===== src/rtl/serial_subtractor_pkg.sv =====
// Shared types for the bit-serial subtractor: FSM state encoding and the
// signed-overflow rule used when SERIAL_SUB_OVF_EN is defined.
// Pure declarations, no logic or latency.
package serial_subtractor_pkg;

    // IDLE waits for start, RUN consumes one bit per clock, DONE publishes.
    typedef enum logic [1:0] {
        ST_IDLE = 2'd0,
        ST_RUN  = 2'd1,
        ST_DONE = 2'd2
    } state_e;

    // a - b overflows only when the operand signs differ and the result sign
    // differs from the minuend sign.
    function automatic logic sub_ovf(input logic a_msb, input logic b_msb,
                                     input logic d_msb);
        return (a_msb != b_msb) && (d_msb != a_msb);
    endfunction

endpackage


===== src/rtl/full_subtractor.sv =====
// One-bit full subtractor cell: d = a - b - bin, bout = borrow out.
// Latency: purely combinational.
// Backpressure: none; a leaf cell with no handshake.
module full_subtractor
    import serial_subtractor_pkg::*;
(
    input  logic a,
    input  logic b,
    input  logic bin,
    output logic bout,
    output logic d
);

    // Difference bit is the same parity function as the adder's sum.
    assign d    = a ^ b ^ bin;

    // Borrow when b exceeds a, or when they match and a borrow arrives.
    assign bout = (~a & b) | (~(a ^ b) & bin);

endmodule


===== src/rtl/serial_subtractor.sv =====
// Bit-serial a - b, LSB first, through one registered borrow; optional ovf output (SERIAL_SUB_OVF_EN).
// Latency: done pulses WIDTH+1 cycles after start is accepted; one result per WIDTH+2 cycles.
// Backpressure: start is only sampled in IDLE; it is ignored in RUN and DONE.
module serial_subtractor
    import serial_subtractor_pkg::*;
#(
    parameter int WIDTH = 8    // legal range 2..32
)
(
    input  logic             clk,
    input  logic             rst,
    input  logic             start,
    input  logic [WIDTH-1:0] a,
    input  logic [WIDTH-1:0] b,
    output logic             busy,
    output logic             done,
    output logic [WIDTH-1:0] diff,
    output logic             borrow
`ifdef SERIAL_SUB_OVF_EN
    ,
    output logic             ovf
`endif
);

    localparam int CW = $clog2(WIDTH);

    state_e           state_q, state_d;
    logic [WIDTH-1:0] a_sr_q, a_sr_d;
    logic [WIDTH-1:0] b_sr_q, b_sr_d;
    logic [WIDTH-1:0] d_sr_q, d_sr_d;
    logic             bin_q, bin_d;
    logic [CW-1:0]    cnt_q, cnt_d;
    logic             busy_q, busy_d;
    logic             done_q, done_d;
    logic [WIDTH-1:0] diff_q, diff_d;
    logic             borrow_q, borrow_d;
`ifdef SERIAL_SUB_OVF_EN
    logic             a_msb_q, a_msb_d;
    logic             b_msb_q, b_msb_d;
    logic             ovf_q, ovf_d;
`endif

    logic             bit_d;
    logic             bit_bout;

    // The single arithmetic cell always looks at bit 0 of both operand shifters.
    full_subtractor u_fsub (
        .a    (a_sr_q[0]),
        .b    (b_sr_q[0]),
        .bin  (bin_q),
        .bout (bit_bout),
        .d    (bit_d)
    );

    // Next-state, datapath shifting and result capture.
    always_comb begin
        state_d  = state_q;
        a_sr_d   = a_sr_q;
        b_sr_d   = b_sr_q;
        d_sr_d   = d_sr_q;
        bin_d    = bin_q;
        cnt_d    = cnt_q;
        diff_d   = diff_q;
        borrow_d = borrow_q;
`ifdef SERIAL_SUB_OVF_EN
        a_msb_d  = a_msb_q;
        b_msb_d  = b_msb_q;
        ovf_d    = ovf_q;
`endif
        // busy/done trail the state by one register stage so the published
        // result and its flags change on the same edge.
        busy_d   = (state_q != ST_IDLE);
        done_d   = (state_q == ST_DONE);

        case (state_q)
            ST_IDLE: begin
                if (start) begin
                    state_d  = ST_RUN;
                    a_sr_d   = a;
                    b_sr_d   = b;
                    d_sr_d   = '0;
                    bin_d    = 1'b0;
                    cnt_d    = '0;
                    diff_d   = '0;
                    borrow_d = 1'b0;
`ifdef SERIAL_SUB_OVF_EN
                    a_msb_d  = a[WIDTH-1];
                    b_msb_d  = b[WIDTH-1];
                    ovf_d    = 1'b0;
`endif
                end
            end
            ST_RUN: begin
                a_sr_d = a_sr_q >> 1;
                b_sr_d = b_sr_q >> 1;
                d_sr_d = {bit_d, d_sr_q[WIDTH-1:1]};
                bin_d  = bit_bout;
                if (cnt_q == CW'(WIDTH - 1)) begin
                    state_d = ST_DONE;
                    cnt_d   = '0;
                end else begin
                    cnt_d   = cnt_q + CW'(1);
                end
            end
            ST_DONE: begin
                state_d  = ST_IDLE;
                diff_d   = d_sr_q;
                borrow_d = bin_q;
`ifdef SERIAL_SUB_OVF_EN
                ovf_d    = sub_ovf(a_msb_q, b_msb_q, d_sr_q[WIDTH-1]);
`endif
            end
            default: begin
                state_d = ST_IDLE;
            end
        endcase
    end

    // State and datapath registers with synchronous reset.
    always_ff @(posedge clk) begin
        if (rst) begin
            state_q  <= ST_IDLE;
            a_sr_q   <= '0;
            b_sr_q   <= '0;
            d_sr_q   <= '0;
            bin_q    <= 1'b0;
            cnt_q    <= '0;
            busy_q   <= 1'b0;
            done_q   <= 1'b0;
            diff_q   <= '0;
            borrow_q <= 1'b0;
`ifdef SERIAL_SUB_OVF_EN
            a_msb_q  <= 1'b0;
            b_msb_q  <= 1'b0;
            ovf_q    <= 1'b0;
`endif
        end else begin
            state_q  <= state_d;
            a_sr_q   <= a_sr_d;
            b_sr_q   <= b_sr_d;
            d_sr_q   <= d_sr_d;
            bin_q    <= bin_d;
            cnt_q    <= cnt_d;
            busy_q   <= busy_d;
            done_q   <= done_d;
            diff_q   <= diff_d;
            borrow_q <= borrow_d;
`ifdef SERIAL_SUB_OVF_EN
            a_msb_q  <= a_msb_d;
            b_msb_q  <= b_msb_d;
            ovf_q    <= ovf_d;
`endif
        end
    end

    assign busy   = busy_q;
    assign done   = done_q;
    assign diff   = diff_q;
    assign borrow = borrow_q;
`ifdef SERIAL_SUB_OVF_EN
    assign ovf    = ovf_q;
`endif

endmodule


===== config.mk =====
export PLATFORM = sky130hd
export DESIGN_NAME = serial_subtractor
export DESIGN_NICKNAME = d
export VERILOG_FILES = /design/src/rtl/serial_subtractor_pkg.sv /design/src/rtl/full_subtractor.sv /design/src/rtl/serial_subtractor.sv
export SDC_FILE = /design/constraint.sdc
export NUM_CORES = 1
export LEC_CHECK = 0
export CAP_MARGIN = 10
export CORE_MARGIN = 2
export CORE_UTILIZATION = 27
export DETAILED_ROUTE_END_ITERATION = 16
export PLACE_DENSITY_LB_ADDON = 0.12
export SYNTH_ARGS = -nofsm -noshare
export SYNTH_HDL_FRONTEND = slang
export SYNTH_SLANG_ARGS = --single-unit

===== constraint.sdc =====
create_clock -name clk -period 2.4 [get_ports clk]
set_input_delay 0.6 -clock clk [delete_from_list [all_inputs] [get_ports clk]]
set_output_delay 0.6 -clock clk [all_outputs]
set_load 0.05 [all_outputs]

==> results of run 1 <==
layer usage:
| metal | up-vias | part of all wire | global-route usage |
|---|---|---|---|
| li1 | 620 | - | - |
| met1 | 558 | 0.47 | 0.1219 |
| met2 | 30 | 0.46 | 0.1584 |
| met3 | 6 | 0.053 | 0.03479 |
| met4 | 0 | 0.015 | 0.04024 |
| met5 | - | 0 | 0 |
cells in the mapped netlist:
master | instances | area [um^2]
buf_6 | 3 | 33.78
o21ba_4 | 1 | 16.27
nand2_1 | 1 | 3.750
a211oi_2 | 6 | 75.07
buf_12 | 1 | 20.02
buf_2 | 2 | 10.01
o21bai_1 | 1 | 7.510
nor2b_1 | 1 | 6.260
a22oi_1 | 22 | 165.2
o21bai_2 | 1 | 11.26
nand2b_1 | 1 | 6.260
fa_1 | 1 | 20.02
inv_1 | 2 | 7.510
nor2_1 | 39 | 146.4
a211oi_1 | 8 | 60.06
buf_4 | 1 | 7.510
clkbuf_8 | 1 | 13.76
clkbuf_1 | 4 | 15.01
mux2i_1 | 15 | 150.1
and2b_2 | 2 | 17.52
nor3_1 | 1 | 5.000
buf_8 | 1 | 15.01
a21oi_1 | 1 | 5.000
ha_1 | 2 | 25.02
dfxtp_1 | 41 | 820.8
nor3b_1 | 2 | 15.01
cell families after synthesis:
kind of cell               after synthesis  share of synthesized area
buffers and inverters                   15                    0.07302
AOI/OAI and AO/OA                       40                     0.2027
muxes                                   15                    0.08942
DFF                                     41                     0.4888
adders and majority gates                3                    0.02682
and+or+nand+nor                         47                     0.1192
how the worst max path moves through the flow:
stage / startpoint / end / slack (ns)
2_1_floorplan: start / a_sr_q[6] / 1.08
3_3_place_gp: start / b_sr_q[0] / 0.49
3_5_place_dp: start / b_sr_q[0] / 0.43
4_1_cts: borrow / borrow / 0.33
5_1_grt: borrow / borrow / 0.28
6_report: borrow / borrow / 0.35
worst register-to-register path, cell delays in order (launching register included):
cell	delay (ns)
dfxtp_1	0.50
o21ba_4	0.43
nor2_1	0.08
a211oi_1	0.23
cells in the final DEF (no fill, tap or decap):
cell type / Yosys / routed
and2b_2: 2 / 2
clkbuf_8: 1 / 7
a22oi_1: 22 / 22
a211oi_2: 6 / 6
fa_1: 1 / 1
a211oi_1: 8 / 8
a21oi_1: 1 / 1
clkdlybuf4s50_1: 0 / 29
ha_1: 2 / 2
nor3b_1: 2 / 2
o21bai_2: 1 / 1
nor2b_1: 1 / 1
buf_4: 1 / 3
inv_1: 2 / 2
o21bai_1: 1 / 1
nand2b_1: 1 / 1
clkinv_2: 0 / 1
dfxtp_1: 41 / 41
nor3_1: 1 / 1
mux2i_1: 15 / 15
o21ba_4: 1 / 1
nor2_1: 39 / 39
nand2_1: 1 / 1
flip-flops by register name, indices dropped and copies added (netlist names):
name,flops
bin_q,1
a_sr_q,8
busy,1
b_sr_q,8
state_q,2
diff,8
borrow,1
cnt_q,3
d_sr_q,8
done,1
layout make-up:
type                       count  area [um^2]
clock buffer                   7        96.34
tap                           75        93.84
timing repair buffer          32        312.8
inverter                       2        7.507
clock inverter                 1        5.005
multi-input combinational    105        735.7
fill                         628         3884
sequential                    41        820.8
power by group through the flow:
stage | clock network [mW] | logic (mW) | registers, mW
floorplan | 0 | 0.114 | 0.740
global placement | 0 | 0.150 | 0.741
detailed placement | 0 | 0.153 | 0.743
CTS | 0.514 | 0.154 | 0.726
global route | 0.537 | 0.166 | 0.730
finish | 0.489 | 0.151 | 0.726
stage by stage:
stage               hold slack, ns    util  setup slack (ns)  cell area, um^2
detailed placement          0.4725  0.3309            0.4257             1971
CTS                         0.4849  0.3479            0.3259             2072
global route                0.5031  0.3479            0.2800             2072
global placement            0.4768  0.3309            0.4861             1971
floorplan                   0.4450       -             1.082             1679
finish                      0.4841  0.3479            0.3508             2072
==> impl_results.md, run 1 <==
* ANT nets after route at 0
* Post-synth net total at 183
* Lkg Pwr at ~0.77 nW
* Status: completed
* Layout cells sized above 1 at 0.1117
* Largest stage delay, worst path at ~0.81 ns
* Clock root buffer: clkbuf_8
* Ports at 30
* CP Capture Type: output pin
* Sink Count at 41
* Ordered cell list for the critical path: clkdlybuf4s50_1
* Ant diodes at 0
* Gr ovfl total at 0
* Endpoints failing hold at 0
* Sequential share of power at 0.531
* VDD IR max at approximately 0.19 mV
* Min-delay src: d_sr_q[7]
* Fin crit share at 0.8538
* CTS Buffer Depth at 2
* Cts bufs inserted at 5
* WL final at roughly 3.3 mm
* Worst-Skew Late Latency at 0.29 ns
* Initial antenna violation count at 0
* #FFs+latches synth at 41
* Worst path arrival time at 1.45 ns
* Critical Path RT at 1.80 ns
* GRT Overall Usage at 0.09923
* Peak Freq at between 0.4 and 0.5 GHz
* Rows at 28
* Hold EP: d_sr_q[7]
* DR pass1 iterations at 4
* Worst-Margin Slew at approximately 0.51 ns
* Mapped Area at ~0.0017 mm^2
* Area growth from synthesis to layout at 23.40%
* Initial Util at 0.2819
* PD cells at around 660 mW/mm^2
* Reg-to-reg slack, setup at 1.07 ns
* Vias/cell at 4.616
* Worst Hold Depth at 2
* Post-Layout Cell Count at roughly 260
* CP bufs+invs at 1
* Reg2reg end: b_sr_q[0]
* Combinational share of power at 0.111
* Hold_buf cts at 0
* Cts repair resizes at 0
* Clock Pin Slew Worst Setup and Hold Paths at roughly 0.080 ns
* DRC Markers at 0
* Post-layout net count at between 200 and 250
* Sequential area share after synthesis at 0.4888
* Core area at 0.005956 mm^2
* First-pass GRT wire length at ~5.5 mm
* CP Max Fanout at 2
* Avg WL per Cell at approximately 13 um
* Post-placement cell count at approximately 260
* Max-slew violations at 0
* Reg-to-reg startpoint: state_q[0]
* R2R cell count at 3
* CTS tree: done
* Delay-heaviest family, CP: buffers and inverters
* Routability Congestion at ~0.66
* Vias at ~1200
* Worst Hold Class: reg2reg
* Netlist cell types at 26
* Int Pwr at about 1.0 mW
* Final HPWL DP at roughly 2.2 mm
* Die X at roughly 83 um
* Vias in the first global route at approximately 1200
* Minimum clock period at roughly 2.0 ns
* Setup TNS at 0 ns
* RSZ-0062 raised after global routing: no
* PortBufs at 29
* Worst setup SP type: flop
* Max-cap viol count at 0
* # Post-CTS Setup Buffers at 0
* Net Sw Power at between 0.3 and 0.4 mW
* Sw Share at 0.2365
* Relative slew margins at 0.6589
* Ys Warns at 0
* Critical path class: reg2out
* Die height at 82.86 um
* Die ar. at around 0.007 mm^2
* Levels on crit path at 1
* Clk pwr share at 0.358
* Syn Area/Cell at between 10 and 15 um^2
* Total power draw at about 1.4 mW
* Final Skew at approximately 0.0049 ns
* Crit path max-delay cell type: clkdlybuf4s50_1
* Largest net degree at the start of global routing at between 40 and 50
* Syn Inst Count at about 160
* Final setup fails at 0
* Initial drt markers at between 40 and 50
* H-tree depth at 2
Power figures use the tool's default switching activity.
==> inputs of run 2 (changes only) <==
Settings changed: CTS_CLUSTER_DIAMETER set to 120, SYNTH_HIERARCHICAL set to 1.
==> run 2 against run 1 <==
  * Via count is 5.3% higher
  * Design area grew 6.3%
  * Critical endpoint is now diff[1]
  * Global-route usage increased by 0.38 points
  * Sequential share of layout area shrank 2.3 points
  * Setup slack better by 0.013 ns
  * Register-to-register slack lost 0.21 ns
  * Die area increased by 3.3%
==> impl_results.md, run 2 <==
* Status: completed (unchanged)
* Worst Hold Depth at 2 (unchanged)
* DR pass1 iterations at 4 (unchanged)
* RSZ-0062 raised after global routing: no (unchanged)
* Most common cell in the netlist: dfxtp_1 (unchanged)
* CP bufs+invs at 1 (unchanged)
* Crit path max-delay cell type: clkdlybuf4s50_1 (unchanged)
* CTS tree: done (unchanged)
* Minimum clock period at 2.036 ns (was 2.049 ns)
* Fillcell total at 635 (was 628)
* Fin crit share at 0.8484 (was 0.8538)
* Initial drt markers at 56 (was 44)
* Sequential share of power at 0.469 (was 0.531)
* M2 GR Usage at 0.1674 (was 0.1584)
* Net Sw Power at 0.3403 mW (was 0.3232 mW)
* Total power draw at 1.547 mW (was 1.367 mW)
* Vias at 1278 (was 1214)
* GRT met3 Usage at 0.03147 (was 0.03479)
* Setup TNS at 0 ns (unchanged)
* R2R cell count at 3 (unchanged)
* Largest stage delay, worst path at 0.80 ns (was 0.81 ns)
* Die X at 84.23 um (was 82.86 um)
* Max-cap viol count at 0 (unchanged)
* Peak Freq at 0.4911 GHz (was 0.4880 GHz)
* Post-layout net count at 214 (was 209)
* Sequential Area at 820.8 um^2 (unchanged)
* Sw Share at 0.2199 (was 0.2365)
* Synth area leader: dfxtp_1 (unchanged)
* CP Max Fanout at 2 (unchanged)
* Ant diodes at 0 (unchanged)
* Clk pwr share at 0.421 (was 0.358)
* Core area at 0.006277 mm^2 (was 0.005956 mm^2)
* Die ar. at 0.007095 mm^2 (was 0.006866 mm^2)
* PortBufs at 29 (unchanged)
* Initial Util at 0.2769 (was 0.2819)
* Ports at 30 (unchanged)
* EDFF count, synth at 0 (unchanged)
* Worst Hold Class: reg2reg (unchanged)
* Largest net degree at the start of global routing at 42 (unchanged)
* Commonest cells in the netlist: 41 x dfxtp_1, 39 x nor2_1, 21 x a22oi_1 (was 41 x dfxtp_1, 39 x nor2_1, 22 x a22oi_1)
* Worst setup SP type: flop (unchanged)
* Hold_buf cts at 0 (unchanged)
* Combinational share of power at 0.110 (was 0.111)
* Endpoints failing hold at 0 (unchanged)
* Gr ovfl total at 0 (unchanged)
* Ordered cell list for the critical path: clkdlybuf4s50_1 (unchanged)
* Vias in the first global route at 1305 (was 1180)
* Final Skew at 0.003558 ns (was 0.004869 ns)
* Delay-heaviest family, CP: buffers and inverters (unchanged)
* Layout cells sized above 1 at 0.1399 (was 0.1117)
* Initial antenna violation count at 0 (unchanged)
* Critical path class: reg2out (unchanged)
* Relative slew margins at 0.4476 (was 0.6589)
* Final HPWL DP at 2.224 mm (was 2.194 mm)
* Worst path arrival time at 1.44 ns (was 1.45 ns)
* Max-slew violations at 0 (unchanged)
* ANT nets after route at 0 (unchanged)
* Post-synth top area share at 0.4723 (was 0.4888)
* Area of the multi-input gates at 790.8 um^2 (was 735.7 um^2)
* Vias/cell at 4.733 (was 4.616)
* Post-Route Utilization at 0.3508 (was 0.3479)
* PD cells at 702.7 mW/mm^2 (was 659.6 mW/mm^2)
* CP Capture Type: output pin (unchanged)
* Clock Pin Slew Worst Setup and Hold Paths at 0.08 ns (about the same)
* Final setup fails at 0 (unchanged)
* Largest cells by area after synthesis: dfxtp_1 47%, a211oi_2 9.4%, a22oi_1 9.1% (was dfxtp_1 49%, a22oi_1 9.8%, mux2i_1 8.9%)
* Mapped Area at 0.001738 mm^2 (was 0.001679 mm^2)
* CTS Buffer Depth at 2 (unchanged)
* Netlist cell types at 24 (was 26)
* Post-synth net total at 189 (was 183)
* Reg-to-reg startpoint: state_q[1] (was state_q[0])
* Setup ws final at 0.3637 ns (was 0.3508 ns)
* Clock root buffer: clkbuf_8 (unchanged)
* Asr flop ratio synth at 0 (unchanged)
* Worst-Skew Late Latency at 0.29 ns (about the same)
* #FFs+latches synth at 41 (unchanged)
* Sink Count at 41 (unchanged)
* Syn Inst Count at 167 (was 161)
* Top FF cell, synth: dfxtp_1 (unchanged)
* Syn Area/Cell at 10.41 um^2 (was 10.43 um^2)
* Int Pwr at 1.207 mW (was 1.043 mW)
* H-tree depth at 2 (unchanged)
* Routability Congestion at 0.6607 (was 0.6605)
* Sequential area share after synthesis at 0.4723 (was 0.4888)
* Rows at 29 (was 28)
* DRC Markers at 0 (unchanged)
* Worst-Margin Slew at 0.8269 ns (was 0.5101 ns)
* Die height at 84.23 um (was 82.86 um)
* Cts repair resizes at 0 (unchanged)
* Min-delay src: a_sr_q[7] (was d_sr_q[7])
* Non-Filler Cell Area, Final at 0.002202 mm^2 (was 0.002072 mm^2)
* Routing usage on met1 at 0.1264 (was 0.1219)
* Most used routing layer in global routing: met2 (unchanged)
* Ys Warns at 6 (was 0)
* First-pass GRT wire length at 5.961 mm (was 5.520 mm)
* Area growth from synthesis to layout at 26.71% (was 23.40%)
* Hold EP: a_sr_q[7] (was d_sr_q[7])
* # Post-CTS Setup Buffers at 0 (unchanged)
* VDD IR max at 0.2880 mV (was 0.1851 mV)
* DP Area at 0.002068 mm^2 (was 0.001971 mm^2)
* Avg WL per Cell at 12.46 um (was 12.65 um)
* Commonest non-fill, non-tap cells in the layout: 41 x dfxtp_1, 39 x nor2_1, 29 x clkdlybuf4s50_1 (unchanged)
* Lkg Pwr at 0.8053 nW (was 0.7677 nW)
* Cts bufs inserted at 5 (unchanged)
* Most common cell after layout, fill and taps aside: dfxtp_1 (unchanged)
* GRT Overall Usage at 0.1030 (was 0.09923)
* Pre-CTS WS at 0.2679 ns (was 0.4257 ns)
* Reg2reg end: diff[0] (was b_sr_q[0])
* Critical Path RT at 1.80 ns (about the same)
* WL final at 3.363 mm (was 3.326 mm)
* Reg-to-reg slack, setup at 0.86 ns (was 1.07 ns)
==> run 2: worst min-delay path: stages, from the launching register on <==
cell and delay, ns:
dfxtp_1 0.31, o21ai_0 0.06, a21oi_1 0.06
==> run 2: final cells by class <==
class,instances,share of cell area
sequential,41,0.3727
multi-input combinational,107,0.3591
clock buffer,5,0.03125
inverter,4,0.006818
timing repair buffer,33,0.1568
clock inverter,3,0.02955
tap,77,0.04375
==> run 2: power groups by stage <==
| stage | clock [mW] | sequential (mW) | combinational [mW] |
|---|---|---|---|
| global route | 0.712 | 0.730 | 0.190 |
| detailed placement | 0 | 0.742 | 0.173 |
| floorplan | 0 | 0.739 | 0.127 |
| global placement | 0 | 0.741 | 0.170 |
| finish | 0.652 | 0.726 | 0.170 |
| CTS | 0.678 | 0.726 | 0.174 |
==> run 2: cells by family after synthesis <==
group                    Yosys count  synth area share
AND/OR/NAND/NOR                   49            0.1317
AO/OA/AOI/OAI                     41            0.2167
flip-flops                        41            0.4723
buffers and inverters             19           0.07270
multiplexers                      14           0.08063
adder cells (fa/ha/maj)            3           0.02592
==> run 2: how the worst max path moves through the flow <==
stage	depth (start not counted)	from	end	slack, ns
2_1_floorplan	6	start	a_sr_q[1]	0.94
5_1_grt	1	diff[1]	diff[1]	0.30
6_report	1	diff[1]	diff[1]	0.36
4_1_cts	1	diff[4]	diff[4]	0.34
3_3_place_gp	4	start	d_sr_q[3]	0.29
3_5_place_dp	4	start	d_sr_q[0]	0.27
==> run 2: per-stage QoR <==
step / cells / hold WS [ns]
floorplan: 167 / 0.4536
global placement: 262 / 0.4690
detailed placement: 262 / 0.4706
CTS: 270 / 0.4833
global route: 270 / 0.5251
finish: 270 / 0.4782
==> run 2: per-layer routing <==
layer / part of all wire / vias up
li1: - / 641
met1: 0.47 / 609
met2: 0.46 / 21
met3: 0.048 / 7
met4: 0.018 / 0
met5: 0 / -
==> inputs of run 3 (changes only) <==
Clock period 2.4 ns to 1.7 ns, I/O delays scaled along.
==> run 3 against run 2 <==
  * Global-route usage is 0.21 points higher
  * Utilization rose by 0.18 points
  * Sequential share of layout area shrank 0.19 points
  * Via count increased by 0.39%
  * Non-clock buffer count grew 2
  * Flip-flop and latch count unchanged
  * Largest cell class unchanged
  * Clock power rose by 24%
  * Clock-buffer cell count increased by 2
  * Register-to-register slack got worse by 0.60 ns
  * Critical path depth is 5 higher
==> impl_results.md, run 3 (synthesized netlist as in run 2, its figures left out) <==
* GRT Overall Usage at 0.1051 (was 0.1030)
* H-tree depth at 2 (unchanged)
* Initial Util at 0.2769 (unchanged)
* Die X at 84.23 um (unchanged)
* Minimum clock period at 1.508 ns
* Crit path max-delay cell type: clkdlybuf4s50_1 (unchanged)
* Post-Layout Cell Count at 272 (was 270)
* Gr ovfl total at 0 (unchanged)
* DR pass1 iterations at 4 (unchanged)
* PD cells at 941.9 mW/mm^2 (was 702.7 mW/mm^2)
* CTS Buffer Depth at 2 (unchanged)
* Post-layout net count at 216 (was 214)
* Fin crit share at 0.8873
* Area growth from synthesis to layout at 27.36% (was 26.71%)
* Routability Congestion at 0.6607 (unchanged)
* Max-slew violations at 0 (unchanged)
* First-pass GRT wire length at 5.975 mm (was 5.961 mm)
* Min-delay src: a_sr_q[7] (unchanged)
* Cts bufs inserted at 5 (unchanged)
* Non-Filler Cell Area, Final at 0.002213 mm^2 (was 0.002202 mm^2)
* Initial antenna violation count at 0 (unchanged)
* Max-cap viol count at 0 (unchanged)
* Vias at 1283 (was 1278)
* DRC Markers at 0 (unchanged)
* Sink Count at 41 (unchanged)
* R2R cell count at 5 (was 3)
* Core area at 0.006277 mm^2 (unchanged)
* Ports at 30 (unchanged)
* Final HPWL DP at 2.360 mm (was 2.224 mm)
* Worst setup SP type: primary input (was flop)
* Critical path class: in2reg (was reg2out)
* Clock Pin Slew Worst Setup and Hold Paths at 0.08 ns (about the same)
* PortBufs at 29 (unchanged)
* Post-placement cell count at 264 (was 262)
* Clock root buffer: clkbuf_8 (unchanged)
* Final setup fails at 0 (unchanged)
* Die height at 84.23 um (unchanged)
* Reg2reg end: b_sr_q[2] (was diff[0])
* Ordered cell list for the critical path: clkdlybuf4s50_1, buf_4, o21ba_1, buf_12, nor2_1, a211oi_2 (was clkdlybuf4s50_1)
* WL final at 3.535 mm (was 3.363 mm)
* Avg WL per Cell at 13.00 um (was 12.46 um)
* Critical Path RT at 1.91 ns (was 1.80 ns)
* Layout cells sized above 1 at 0.2051 (was 0.1399)
* Rows at 29 (unchanged)
* Die ar. at 0.007095 mm^2 (unchanged)
* DP Area at 0.002093 mm^2 (was 0.002068 mm^2)
* Status: completed (unchanged)
* Setup ws final at 0.1915 ns (was 0.3637 ns)
* Largest net degree at the start of global routing at 42 (unchanged)
* Largest stage delay, worst path at 0.50 ns (was 0.80 ns)
* ANT nets after route at 0 (unchanged)
* Most common cell after layout, fill and taps aside: dfxtp_1 (unchanged)
* Commonest non-fill, non-tap cells in the layout: 41 x dfxtp_1, 39 x nor2_1, 21 x a22oi_1 (was 41 x dfxtp_1, 39 x nor2_1, 29 x clkdlybuf4s50_1)
* Hold EP: a_sr_q[7] (unchanged)
* Worst Hold Class: reg2reg (unchanged)
* Hold_buf cts at 0 (unchanged)
* Worst-Margin Slew at 0.7219 ns (was 0.8269 ns)
* Worst Hold Depth at 2 (unchanged)
* Delay-heaviest family, CP: buffers and inverters (unchanged)
* Initial drt markers at 78 (was 56)
* CP bufs+invs at 3 (was 1)
* Worst-Skew Late Latency at 0.29 ns (about the same)
* Reg-to-reg slack, setup at 0.26 ns (was 0.86 ns)
* Vias in the first global route at 1296 (was 1305)
* Final hold slack at 0.4823 ns (was 0.4782 ns)
* Vias/cell at 4.717 (was 4.733)
* Final Skew at 0.002998 ns (was 0.003558 ns)
* VDD IR max at 0.3599 mV (was 0.2880 mV)
* Lkg Pwr at 0.8420 nW (was 0.8053 nW)
* Endpoints failing hold at 0 (unchanged)
* CP Max Fanout at 27 (was 2)
* Reg-to-reg startpoint: state_q[0] (was state_q[1])
* Worst path arrival time at 1.72 ns (was 1.44 ns)
* Ant diodes at 0 (unchanged)
* Peak Freq at around 0.66 GHz
* CP Capture Type: flop (was output pin)
* RSZ-0062 raised after global routing: no (unchanged)
* CTS tree: done (unchanged)
* Post-Route Utilization at 0.3526 (was 0.3508)
* Pre-CTS WS at -0.2970 ns (was 0.2679 ns)
* Relative slew margins at 0.5178 (was 0.4476)
==> run 3: layout make-up <==
type | instances | area [um^2]
Multi-Input combinational cell | 107 | 794.5
Timing Repair Buffer | 35 | 370.4
Clock buffer | 7 | 86.33
Clock inverter | 1 | 30.03
Sequential cell | 41 | 820.8
Inverter | 4 | 15.01
Fill cell | 659 | 4064
Tap cell | 77 | 96.34
==> run 3: metrics by stage <==
| step | power (mW) | setup TNS (ns) |
|---|---|---|
| finish | 2.085 | 0 |
| detailed placement | 1.302 | -4.334 |
| global placement | 1.294 | -3.775 |
| global route | 2.186 | 0 |
| CTS | 2.122 | 0 |
| floorplan | 1.222 | 0 |
==> run 3: timing repair <==
action / in CTS / in global routing
setup endpoints to repair: 3 / 0
gates resized for setup: 1 / 0
buffers inserted: 0 / 0
==> run 3: worst register-to-register path: stages (launching register included) <==
cell and delay, ns:
dfxtp_1 0.51, buf_12 0.22, o21ba_1 0.20, buf_12 0.19, nor2_1 0.08, a211oi_2 0.18
==> run 3: how the worst max path moves through the flow <==
| stage | startpoint | to | slack [ns] | cells past startpoint |
|---|---|---|---|---|
| floorplan | start | a_sr_q[1] | 0.42 | 6 |
| global placement | start | d_sr_q[3] | -0.24 | 4 |
| detailed placement | start | cnt_q[1] | -0.30 | 4 |
| CTS | start | a_sr_q[5] | 0.19 | 6 |
| global route | start | a_sr_q[2] | 0.10 | 6 |
| finish | start | b_sr_q[2] | 0.19 | 6 |
==> run 3: layer usage <==
metal  GRT usage  part of all wire  vias up
li1            -                 -      641
met1      0.1266              0.46      617
met2      0.1746              0.49       21
met3     0.02950             0.040        4
met4     0.04692             0.011        0
met5           0                 0        -
==> run 3: report_power, final <==
group,total [mW],switching (mW),internal (mW)
logic,0.249,0.122,0.127
registers,1.03,0.0263,1.00
clock network,0.809,0.330,0.479
total,2.08,0.479,1.61
